--- src/rtl/keynsham_uart_rx.sv ---
// -----------------------------------------------------------------------------
// keynsham_uart_rx
//
// 16x oversampling UART receiver (8 data bits, no parity, 1 stop bit) for the
// Keynsham UART bus peripheral. The asynchronous rx pad is synchronised, and
// its start edge is qualified at mid-bit. Data bits are then sampled at the
// centre of each bit period. Each good byte is presented on dout with a
// sticky rdy flag. The register block clears rdy (and both error flags) with
// a one-cycle rdy_clr pulse.
//
// Parameters
//   CLK_FREQ   core clock frequency in Hz
//   BAUD       line rate in bits per second
//
// Ports
//   clk        core clock, all state changes on the rising edge
//   rst        asynchronous active-high reset
//   rx         serial input, idle high, asynchronous to clk
//   rdy_clr    one-cycle pulse: clears rdy, overrun and frame_err
//   rdy        sticky: a received byte is held in dout
//   dout       last received byte
//   overrun    sticky: a byte completed while rdy was already set
//   frame_err  sticky: the stop bit was sampled low
//
// All outputs come straight from flops, so no input reaches an output
// combinationally.
// -----------------------------------------------------------------------------
module keynsham_uart_rx #(
    parameter int CLK_FREQ = 50000000,
    parameter int BAUD     = 115200
) (
    input  logic       clk,
    input  logic       rst,
    input  logic       rx,
    input  logic       rdy_clr,
    output logic       rdy,
    output logic [7:0] dout,
    output logic       overrun,
    output logic       frame_err
);

    // Clocks per oversample tick. Integer truncation is intended: the small
    // rate error this introduces is absorbed by mid-bit sampling.
    localparam int DIV   = CLK_FREQ / (BAUD * 16);
    localparam int DIV_W = (DIV > 1) ? $clog2(DIV) : 1;
    localparam logic [DIV_W-1:0] DIV_LAST = DIV_W'(DIV - 1);

    typedef enum logic [2:0] {
        S_IDLE,
        S_START,
        S_DATA,
        S_STOP,
        S_WAIT_HIGH
    } state_e;

    // -------------------------------------------------------------------------
    // Input synchroniser. Both stages reset to the idle (high) level, so
    // leaving reset does not show a false start bit.
    // -------------------------------------------------------------------------
    logic rx_meta_q;
    logic rx_s_q;

    // NOTE: non-blocking assignments make the two stages a real two-flop
    // chain. Blocking here would collapse them into one flop.
    always_ff @(posedge clk or posedge rst) begin
        if (rst) begin
            rx_meta_q <= 1'b1;
            rx_s_q    <= 1'b1;
        end else begin
            rx_meta_q <= rx;
            rx_s_q    <= rx_meta_q;
        end
    end

    // -------------------------------------------------------------------------
    // Oversample tick generator. It free-runs from reset and is never
    // restarted by line activity. The start edge is therefore resolved to
    // within one tick. The mid-bit sampling point tolerates that error.
    // -------------------------------------------------------------------------
    logic [DIV_W-1:0] div_cnt_q;
    logic [DIV_W-1:0] div_cnt_d;
    logic             tick;

    assign tick = (div_cnt_q == DIV_LAST);

    // NOTE: the next-state value gets its default before any condition, so
    // every path assigns it and no latch can be inferred.
    always_comb begin
        div_cnt_d = div_cnt_q + 1'b1;
        if (tick) begin
            div_cnt_d = '0;
        end
    end

    always_ff @(posedge clk or posedge rst) begin
        if (rst) begin
            div_cnt_q <= '0;
        end else begin
            div_cnt_q <= div_cnt_d;
        end
    end

    // -------------------------------------------------------------------------
    // Receive state machine with registered outputs.
    //
    // samp_q counts ticks within a bit. In START it runs from the detected
    // edge to the bit centre (value 7). In DATA and STOP it runs a full 16
    // ticks, so that each sample falls one bit period after the previous
    // centre. It wraps naturally from 15 to 0, ready for the next bit.
    // -------------------------------------------------------------------------
    state_e      state_q;
    logic [3:0]  samp_q;
    logic [2:0]  bit_cnt_q;
    logic [7:0]  shift_q;
    logic        rdy_q;
    logic [7:0]  dout_q;
    logic        overrun_q;
    logic        frame_err_q;

    // NOTE: the clear is written first and the set events after it. When
    // several non-blocking assignments hit the same flop in one edge, the
    // last one wins. A byte completion or framing error therefore overrides
    // a simultaneous rdy_clr.
    always_ff @(posedge clk or posedge rst) begin
        if (rst) begin
            state_q     <= S_IDLE;
            samp_q      <= '0;
            bit_cnt_q   <= '0;
            shift_q     <= '0;
            rdy_q       <= 1'b0;
            dout_q      <= '0;
            overrun_q   <= 1'b0;
            frame_err_q <= 1'b0;
        end else begin
            if (rdy_clr) begin
                rdy_q       <= 1'b0;
                overrun_q   <= 1'b0;
                frame_err_q <= 1'b0;
            end

            if (tick) begin
                unique case (state_q)
                    S_IDLE: begin
                        if (!rx_s_q) begin
                            samp_q  <= '0;
                            state_q <= S_START;
                        end
                    end

                    S_START: begin
                        if (samp_q == 4'd7) begin
                            // A start bit that is already gone at its centre
                            // was noise. Drop it without touching the flags.
                            if (rx_s_q) begin
                                state_q <= S_IDLE;
                            end else begin
                                samp_q    <= '0;
                                bit_cnt_q <= '0;
                                state_q   <= S_DATA;
                            end
                        end else begin
                            samp_q <= samp_q + 4'd1;
                        end
                    end

                    S_DATA: begin
                        samp_q <= samp_q + 4'd1;
                        if (samp_q == 4'd15) begin
                            // The line sends LSB first. Shifting right with the
                            // new bit at the top leaves bit 0 in shift_q[0].
                            shift_q   <= {rx_s_q, shift_q[7:1]};
                            bit_cnt_q <= bit_cnt_q + 3'd1;
                            if (bit_cnt_q == 3'd7) begin
                                state_q <= S_STOP;
                            end
                        end
                    end

                    S_STOP: begin
                        samp_q <= samp_q + 4'd1;
                        if (samp_q == 4'd15) begin
                            if (rx_s_q) begin
                                dout_q <= shift_q;
                                rdy_q  <= 1'b1;
                                // A byte that is being read in this same
                                // cycle counts as consumed, not overrun.
                                if (rdy_q && !rdy_clr) begin
                                    overrun_q <= 1'b1;
                                end
                                state_q <= S_IDLE;
                            end else begin
                                frame_err_q <= 1'b1;
                                state_q     <= S_WAIT_HIGH;
                            end
                        end
                    end

                    S_WAIT_HIGH: begin
                        // A break holds the line low. Wait until it returns
                        // high, so that a long break gives one frame error
                        // and not a stream of zero bytes.
                        if (rx_s_q) begin
                            state_q <= S_IDLE;
                        end
                    end

                    default: begin
                        state_q <= S_IDLE;
                    end
                endcase
            end
        end
    end

    assign rdy       = rdy_q;
    assign dout      = dout_q;
    assign overrun   = overrun_q;
    assign frame_err = frame_err_q;

endmodule
--- config.mk ---
export PLATFORM = sky130hd
export DESIGN_NAME = keynsham_uart_rx
export DESIGN_NICKNAME = d
export VERILOG_FILES = /design/src/rtl/keynsham_uart_rx.sv
export SDC_FILE = /design/constraint.sdc
export NUM_CORES = 1
export LEC_CHECK = 0
export CAP_MARGIN = 20
export CORE_ASPECT_RATIO = 1.1
export CORE_MARGIN = 5
export CORE_UTILIZATION = 55
export CTS_BUF_LIST = sky130_fd_sc_hd__clkbuf_4
export DETAILED_ROUTE_END_ITERATION = 10
export GPL_ROUTABILITY_DRIVEN = 0
export PLACE_DENSITY_LB_ADDON = 0.15
export SYNTH_ARGS = -nofsm -noshare
export SYNTH_HDL_FRONTEND = slang
export SYNTH_SLANG_ARGS = --single-unit
--- constraint.sdc ---
create_clock -name clk -period 5.4 [get_ports clk]
set_clock_uncertainty 0.1 [all_clocks]
set_input_delay 0.54 -clock clk [delete_from_list [all_inputs] [get_ports clk]]
set_output_delay 0.54 -clock clk [all_outputs]
set_load 0.01 [all_outputs]
==> impl_metrics.tcl, run 1 <==
set metrics [dict create \
    hold_depth 0 \
    crit_path_start "div_cnt_q[0]$_DFF_PP0_" \
    crit_path_max_fanout 8 \
    sequentialPowerShare_pct 57.3 \
    areaGrowthSynthToFinish_pct 15.0 \
    dieArea_sq_um 4210 \
    fp.dieH_um 67.5 \
    fmax_ghz 0.459 \
    synth_top_cell_area_share_pct 51.4 \
    top_level_ports 15 \
    vdd_drop_max_mv 0.197 \
    worst-path-buf-inv 1 \
    grt_max_degree 37 \
    status "finished, final reports clean" \
    cp.arrival_ps 2300 \
    synth_cell_types 39 \
    ys_ff_latch 36 \
    hold_path_class "reg2reg" \
    cts-resized-gates 0 \
    numCtsBuffers 5 \
    synthCells 136 \
    critPathRequiredTime_ps 5520 \
    r2r-end "shift_q[7]$_DFFE_PP0P_" \
    rows 20 \
    drtIter0Drc 62 \
    die_width_um 62.3 \
    yosysWarnings 0 \
    finalSetupViolations 0 \
    synthArstFlopShare_pct 100 \
    grt_overflow 0 \
    clk_pin_slew_ps 100 \
    cts_tree "done" \
    portBuffers 14 \
    critPathTopFamily "simple AND/OR/NAND/NOR gates" \
    p_comb_share_pct 2.6 \
    synth.area.top_cells "dfrtp_1 51%, mux2_2 14%, ha_1 3.8%" \
    antenna_found_initial 0 \
    max-cap-violations 0 \
    leakage_nw 0.875 \
    wl_mm 2.99 \
    seq_area_sq_um 903 \
    first_global_vias 1214 \
    ant_nets 0 \
    clock_path_buffers 2 \
    root_buffer "clkbuf_4" \
    hold_violations 0 \
    viasPerCell 5.76 \
    wl_per_cell_um 15.9 \
    drc 0 \
    fin_nets 163 \
    grt_usage_pct 16.5 \
    crit_type "reg2reg" \
    drt_pass1_iterations 4 \
    rsz0062_at_grt "false" \
    ys_seq_area_share_pct 54.6 \
    r2r_start "div_cnt_q[0]$_DFF_PP0_" \
    power_switching_uw 98.6 \
    drive_gt1_share_pct 25.8 \
    hold_path_end "rx_s_q$_DFF_PP1_" \
    fin_setup_tns_ps 0 \
    worstSkewPairLatency_ps 330 \
    utilization_pct 67.3 \
    cp.depth 6 \
    crit_path_max_incr_delay_ps 420 \
    synth_most_common_cell "dfrtp_1" \
    cts_setup_buffers 0 \
    grt_pass1_wl_mm 5.40 \
    start_util_pct 58.5 \
    final_max_slew_viol_count 0 \
    p_clk_share_pct 40.1 \
    worstRegToRegCells 6 \
    synth-main-ff-cell "dfrtp_1" \
    min_period_ps 2180 \
    syn_area_sq_um 1660 \
    end_kind "flop" \
    cts.sinks 36 \
    path_cells "inv_1, ha_1, and4b_1, nand2_2, nor2_2, mux2_2" \
    cp-start-kind "flop" \
    rrSetupSlack_ps 3220 \
    maxSlewHeadroom_pct 69.9 \
    tightest_slew_ps 451 \
    min_period_over_period_pct 40.3 \
    synth-edff-count 0 \
    syn_area_per_cell_sq_um 12.2 \
    p_int_uw 378 \
    multi_input_area_sq_um 702 \
    power_density_nw_per_um2 250 \
    whs_ps 264 \
    cp_slowest_cell "dfrtp_1" \
    syn_nets 145 \
    diodes 0 \
    core_area_sq_um 2830 \
    synth_commonest_cells "34 x dfrtp_1, 20 x mux2_2, 12 x nor2_1" \
    htree_levels 2 \
    hpwlAfterDp_mm 2.11 \
    vias 1083 \
    postCtsHoldBufs 0 \
    min-delay-start "rx_meta_q$_DFF_PP1_" \
    swShare_pct 20.7 \
    n_fill_cell 222 \
    yosys.area.top_type "dfrtp_1" \
]
state kept, by name (all words and copies together), names as in the netlist:
signal,flops
overrun,1
bit_cnt_q,3
shift_q,8
rdy,1
rx_meta_q,1
state_q,3
div_cnt_q,5
samp_q,4
rx_s_q,1
dout,8
frame_err,1
per-layer routing:
layer / routed length (um) / vias to the layer above / track usage, %
li1: - / 518 / -
met1: 1250 / 541 / 18.0
met2: 1570 / 17 / 28.9
met3: 110 / 7 / 5.49
met4: 52 / 0 / 8.49
met5: 0 / - / 0
cells in the final DEF (no fill, tap or decap), types with 2 or more instances in the layout:
cell	Yosys	final
o21ai_0	6	6
a21oi_1	5	5
nand3_1	4	4
nand2b_1	4	4
mux2_4	2	2
nor3_1	2	2
clkbuf_4	0	6
dfrtp_1	34	34
mux2_2	20	20
nor2_1	12	12
dfstp_2	2	2
and3_1	3	3
nand4b_1	2	2
ha_1	5	5
nand2_1	2	2
clkdlybuf4s50_1	0	14
inv_1	8	8
cell type report:
class | instances | area share (%)
multi-input cells | 88 | 36.9
repair buffers | 15 | 7.75
clock inverters | 2 | 1.84
flip-flops and latches | 36 | 47.4
clock buffers | 6 | 2.37
inverters | 8 | 1.58
well taps | 33 | 2.17
how the worst max path moves through the flow:
stage / end
global route: shift_q[7]$_DFFE_PP0P_
CTS: shift_q[7]$_DFFE_PP0P_
finish: shift_q[7]$_DFFE_PP0P_
global placement: shift_q[0]$_DFFE_PP0P_
detailed placement: shift_q[0]$_DFFE_PP0P_
floorplan: shift_q[0]$_DFFE_PP0P_
cell families (layout without fill, tap and decap cells):
family / Yosys count / count (layout) / share of synthesized area (%)
fa+ha+maj: 5 / 5 / 3.78
buf+inv: 12 / 31 / 3.02
mux: 22 / 22 / 15.4
simple gates: 40 / 40 / 14.9
xor+xnor: 2 / 2 / 1.06
compound gates: 19 / 19 / 7.26
flops: 36 / 36 / 54.6
through the flow:
step / power [mW] / instances / setup WS, ps / cell area (sq um)
after floorplan: 0.286 / 136 / 3480 / 1660
after global placement: 0.291 / 180 / 3340 / 1820
after detailed placement: 0.291 / 180 / 3210 / 1820
after CTS: 0.481 / 188 / 3200 / 1900
after global routing: 0.498 / 188 / 3050 / 1900
final: 0.476 / 188 / 3220 / 1900
power groups by stage:
stage	Combinational (mW)	Sequential [mW]	Clock, mW
floorplan	0.00875	0.277	0
global placement	0.0124	0.278	0
detailed placement	0.0128	0.278	0
CTS	0.0128	0.273	0.195
global route	0.0142	0.273	0.210
finish	0.0123	0.273	0.191
No activity file was read; power rests on OpenSTA's default activity.
==> run 2: changes to the inputs <==
- clock period: 5.4 -> 2.15 ns (I/O delays scaled with it)
==> run 2 against run 1 <==
Utilization rose by 1.7 points; largest power group unchanged; critical endpoint is now state_q[1]$_DFFE_PP0P_; register-to-register slack worse by 3100 ps; flip-flop and latch count unchanged; highest routed layer unchanged; critical path type unchanged; combinational power rose to 3.0 times the previous value.
==> impl_metrics.tcl, run 2 (same netlist as run 1, synthesis figures left out) <==
set metrics [dict create \
    cts_tree "done" \
    worstRegToRegCells 6 \
    rsz0062_at_grt "false" \
    p_int_uw 933 \
    grt_max_degree 16 \
    cp.arrival_ps 2170 \
    drt_pass1_iterations 4 \
    hold_violations 0 \
    min_period_ps 2030 \
    grt_overflow 0 \
    finalSetupViolations 0 \
    cts.sinks 36 \
    hold_path_class "in2async" \
    rows 20 \
    leakage_nw 0.908 \
    fin_cells 194 \
    areaGrowthSynthToFinish_pct 18.0 \
    start_util_pct 58.5 \
    dieArea_sq_um 4210 \
    vdd_drop_max_mv 0.512 \
    top_level_ports 15 \
    final_max_slew_viol_count 0 \
    crit_path_start "samp_q[0]$_DFFE_PP0P_" \
    wl_per_cell_um 15.4 \
    grt_usage_pct 15.8 \
    n_fill_cell 215 \
    p_comb_share_pct 3.1 \
    max-cap-violations 0 \
    viasPerCell 5.63 \
    first_global_vias 1137 \
    ant_nets 0 \
    htree_levels 2 \
    root_buffer "clkbuf_4" \
    drtIter0Drc 42 \
    p_clk_share_pct 39.0 \
    dp.cells 186 \
    worstSkewPairLatency_ps 340 \
    fin_nets 169 \
    end_kind "flop" \
    clk_pin_slew_ps 110 \
    fin_setup_tns_ps 0 \
    tightest_slew_ps 436 \
    mostFrequentLayoutCell "dfrtp_1" \
    core_area_sq_um 2830 \
    r2r_start "samp_q[0]$_DFFE_PP0P_" \
    critPathRequiredTime_ps 2290 \
    drive_gt1_share_pct 27.3 \
    maxSlewHeadroom_pct 70.9 \
    min_period_over_period_pct 94.5 \
    power_switching_uw 249 \
    whs_ps 56.1 \
    crit_type "reg2reg" \
    antenna_found_initial 0 \
    portBuffers 14 \
    diodes 0 \
    swShare_pct 21.0 \
    sequentialPowerShare_pct 57.9 \
    fmax_ghz 0.492 \
    crit_path_max_fanout 4 \
    clock_path_buffers 2 \
    hpwlAfterDp_mm 2.16 \
    final_cell_mix "34 x dfrtp_1, 20 x mux2_2, 14 x clkdlybuf4s50_1" \
    grt_pass1_wl_mm 5.14 \
    postCtsHoldBufs 0 \
    power_density_nw_per_um2 605 \
    numCtsBuffers 5 \
    wl_mm 3.00 \
    cp-start-kind "flop" \
    die_width_um 62.3 \
    drc 0 \
    fp.dieH_um 67.5 \
    vias 1092 \
    power.total_mw 1.18 \
    status "finished, final reports clean" \
]
run 2: cell types whose count changed in the layout (fill, tap and decap cells not counted), sizes merged:
| cell | delta |
|---|---|
| buf | +6 |
| clkinv | +1 |
| clkbuf | -1 |
run 2: path summary, 6_finish.rpt:
path                                     endpoint  slack [ps]
min reg2reg                      rx_s_q$_DFF_PP1_         260
min in group clk              rx_meta_q$_DFF_PP1_         190
max                        state_q[1]$_DFFE_PP0P_         120
max reg2reg                state_q[1]$_DFFE_PP0P_         120
min                        div_cnt_q[3]$_DFF_PP0_          60
max in group asynchronous        rx_s_q$_DFF_PP1_        1300
run 2: layout make-up:
class | count | area [sq um] | area share [%]
Sequential cell | 36 | 903 | 46.3
Multi-Input combinational cell | 88 | 711 | 36.4
Timing Repair Buffer | 21 | 193 | 9.87
Tap cell | 33 | 41.3 | 2.11
Clock buffer | 5 | 37.5 | 1.92
Clock inverter | 3 | 37.5 | 1.92
Inverter | 8 | 30.0 | 1.54
run 2: stage by stage:
step	utilization, %	setup slack (ps)	instance area, sq um
finish	69.1	118	1950
global route	69.1	26.5	1950
CTS	68.8	90.7	1940
detailed placement	66.1	113	1870
global placement	66.1	192	1870
floorplan	-	231	1660
run 2: repair_timing:
action                     CTS  global route
resized for setup            0             1
setup endpoints to repair    0             1
setup buffers                0             0
run 2: metal layers:
layer  part of all wire (%)  GRT usage [%]  up-vias  wire [um]
met5                      0              0        -          0
met4                    2.4           7.69        0         72
met3                    3.0           4.83        8         89
met2                     49           25.4       18       1460
met1                     46           19.6      538       1380
li1                       -              -      528          -
run 2: critical path: stages, from the launching register on:
cell	delay [ps]
dfrtp_1	420
ha_1	250
and3b_1	220
nor4b_4	280
nor3_1	90
o21ai_1	190
mux2_2	380
run 2: power by group through the flow:
stage,combinational [mW],clock (mW),sequential (mW)
2_1_floorplan,0.0220,0,0.696
3_3_place_gp,0.0362,0,0.697
3_5_place_dp,0.0371,0,0.697
4_1_cts,0.0373,0.473,0.684
5_1_grt,0.0417,0.503,0.685
6_report,0.0371,0.461,0.684
==> run 3: changes to the inputs <==
- REMOVE_ABC_BUFFERS: not set -> 1
==> run 3 against run 2 <==
Total power down 9.4%; largest power group unchanged; die area unchanged; routed wire length down 4.0%; critical endpoint unchanged; critical path type unchanged.
==> impl_metrics.tcl, run 3 (same netlist as run 1, synthesis figures left out) <==
set metrics [dict create \
    hold_violations 0 \
    core_area_sq_um 2830 \
    postCtsHoldBufs 0 \
    dieArea_sq_um 4210 \
    grt_pass1_wl_mm 5.24 \
    die_width_um 62.3 \
    diodes 0 \
    n_fill_cell 221 \
    seq_area_sq_um 903 \
    critPathRequiredTime_ps 2270 \
    final_cell_area_sq_um 1930 \
    numCtsBuffers 5 \
    mostFrequentLayoutCell "dfrtp_1" \
    root_buffer "clkbuf_4" \
    finalSetupViolations 0 \
    final_cell_mix "34 x dfrtp_1, 20 x mux2_2, 14 x clkdlybuf4s50_1" \
    final_max_slew_viol_count 0 \
    first_global_vias 1177 \
    crit_path_max_fanout 4 \
    grt_max_degree 37 \
    multi_input_area_sq_um 711 \
    drtIter0Drc 35 \
    p_clk_share_pct 32.8 \
    viasPerCell 5.81 \
    vias 1122 \
    p_int_uw 832 \
    ant_nets 0 \
    fin_nets 168 \
    grt_usage_pct 16.0 \
    portBuffers 14 \
    hpwlAfterDp_mm 2.10 \
    rsz0062_at_grt "false" \
    clk_pin_slew_ps 100 \
    drt_pass1_iterations 4 \
    start_util_pct 58.5 \
    antenna_found_initial 0 \
    fmax_ghz 0.506 \
    top_level_ports 15 \
    drc 0 \
    p_comb_share_pct 3.3 \
    maxSlewHeadroom_pct 70.8 \
    crit_type "reg2reg" \
    tightest_slew_ps 438 \
    worstSkewPairLatency_ps 330 \
    hold_path_class "in2reg" \
    rrSetupSlack_ps 170 \
    grt_overflow 0 \
    max-cap-violations 0 \
    htree_levels 2 \
    rows 20 \
    cts.sinks 36 \
    drive_gt1_share_pct 27.5 \
    fp.dieH_um 67.5 \
    dpl-instance-area_sq_um 1860 \
    fin_ws_ps 172 \
    areaGrowthSynthToFinish_pct 16.4 \
    cp.arrival_ps 2100 \
    wl_per_cell_um 14.9 \
    place_ws_ps 136 \
    swShare_pct 22.3 \
    status "finished, final reports clean" \
    power_switching_uw 239 \
    clock_path_buffers 2 \
    end_kind "flop" \
    leakage_nw 0.892 \
    cts_tree "done" \
    wl_mm 2.88 \
    vdd_drop_max_mv 0.501 \
    power.total_mw 1.07 \
    min_period_ps 1980 \
    min_period_over_period_pct 92.0 \
    power_density_nw_per_um2 556 \
    cp-start-kind "flop" \
    cts_setup_buffers 0 \
    fin_setup_tns_ps 0 \
    sequentialPowerShare_pct 63.9 \
]
-- run 3: changes by cell type in the layout (fill, tap and decap cells not counted) --
| cell | delta |
|---|---|
| buf_4 | -1 |
| bufinv_16 | -1 |
| clkbuf_4 | +1 |
| clkinv_1 | -1 |
| clkinvlp_4 | +1 |
-- run 3: repair_timing --
action,4_1_cts,5_1_grt
endpoints found under the setup margin,0,3
resized for setup,0,1
hold endpoints to repair,0,0
-- run 3: area by class of cell --
class,count,area share (%)
Inverter,8,1.56
Clock buffer,6,2.34
Timing Repair Buffer,20,9.61
Tap cell,33,2.14
Clock inverter,2,0.584
Sequential cell,36,46.9
Multi-Input combinational cell,88,36.9
-- run 3: metal layers --
metal	vias to the layer above	share of wire (%)	global-route usage (%)
met5	-	0	0
met4	0	2.3	8.75
met2	22	51	27.6
met1	563	43	18.4
met3	10	3.9	3.99
li1	527	-	-
-- run 3: power by group through the flow --
stage	Sequential [mW]	Combinational, mW	Clock [mW]
2_1_floorplan	0.697	0.0193	0
3_3_place_gp	0.697	0.0349	0
3_5_place_dp	0.697	0.0358	0
4_1_cts	0.684	0.0361	0.367
5_1_grt	0.685	0.0415	0.407
6_report	0.684	0.0354	0.352
-- run 3: final timing paths --
check                                    endpoint  cells after the start                  start
max                        state_q[1]$_DFFE_PP0P_                      6  samp_q[0]$_DFFE_PP0P_
min                           rx_meta_q$_DFF_PP1_                      1                     rx
max reg2reg                state_q[1]$_DFFE_PP0P_                      6  samp_q[0]$_DFFE_PP0P_
min reg2reg                      rx_s_q$_DFF_PP1_                      0    rx_meta_q$_DFF_PP1_
max in group asynchronous        rx_s_q$_DFF_PP1_                      3                    rst
min in group asynchronous  shift_q[7]$_DFFE_PP0P_                      3                    rst
-- run 3: per-stage QoR --
stage | hold WS (ps) | cells | util, %
floorplan | 119 | 132 | -
global placement | 247 | 185 | 65.8
detailed placement | 248 | 185 | 65.8
CTS | 159 | 193 | 67.8
global route | 139 | 193 | 68.1
finish | 171 | 193 | 68.1
-- run 3: critical path, stage by stage (launching register included) --
cell and delay, ps:
dfrtp_1 410, ha_1 240, and3b_1 220, nor4b_4 270
nor3_1 90, o21ai_1 160, mux2_2 380
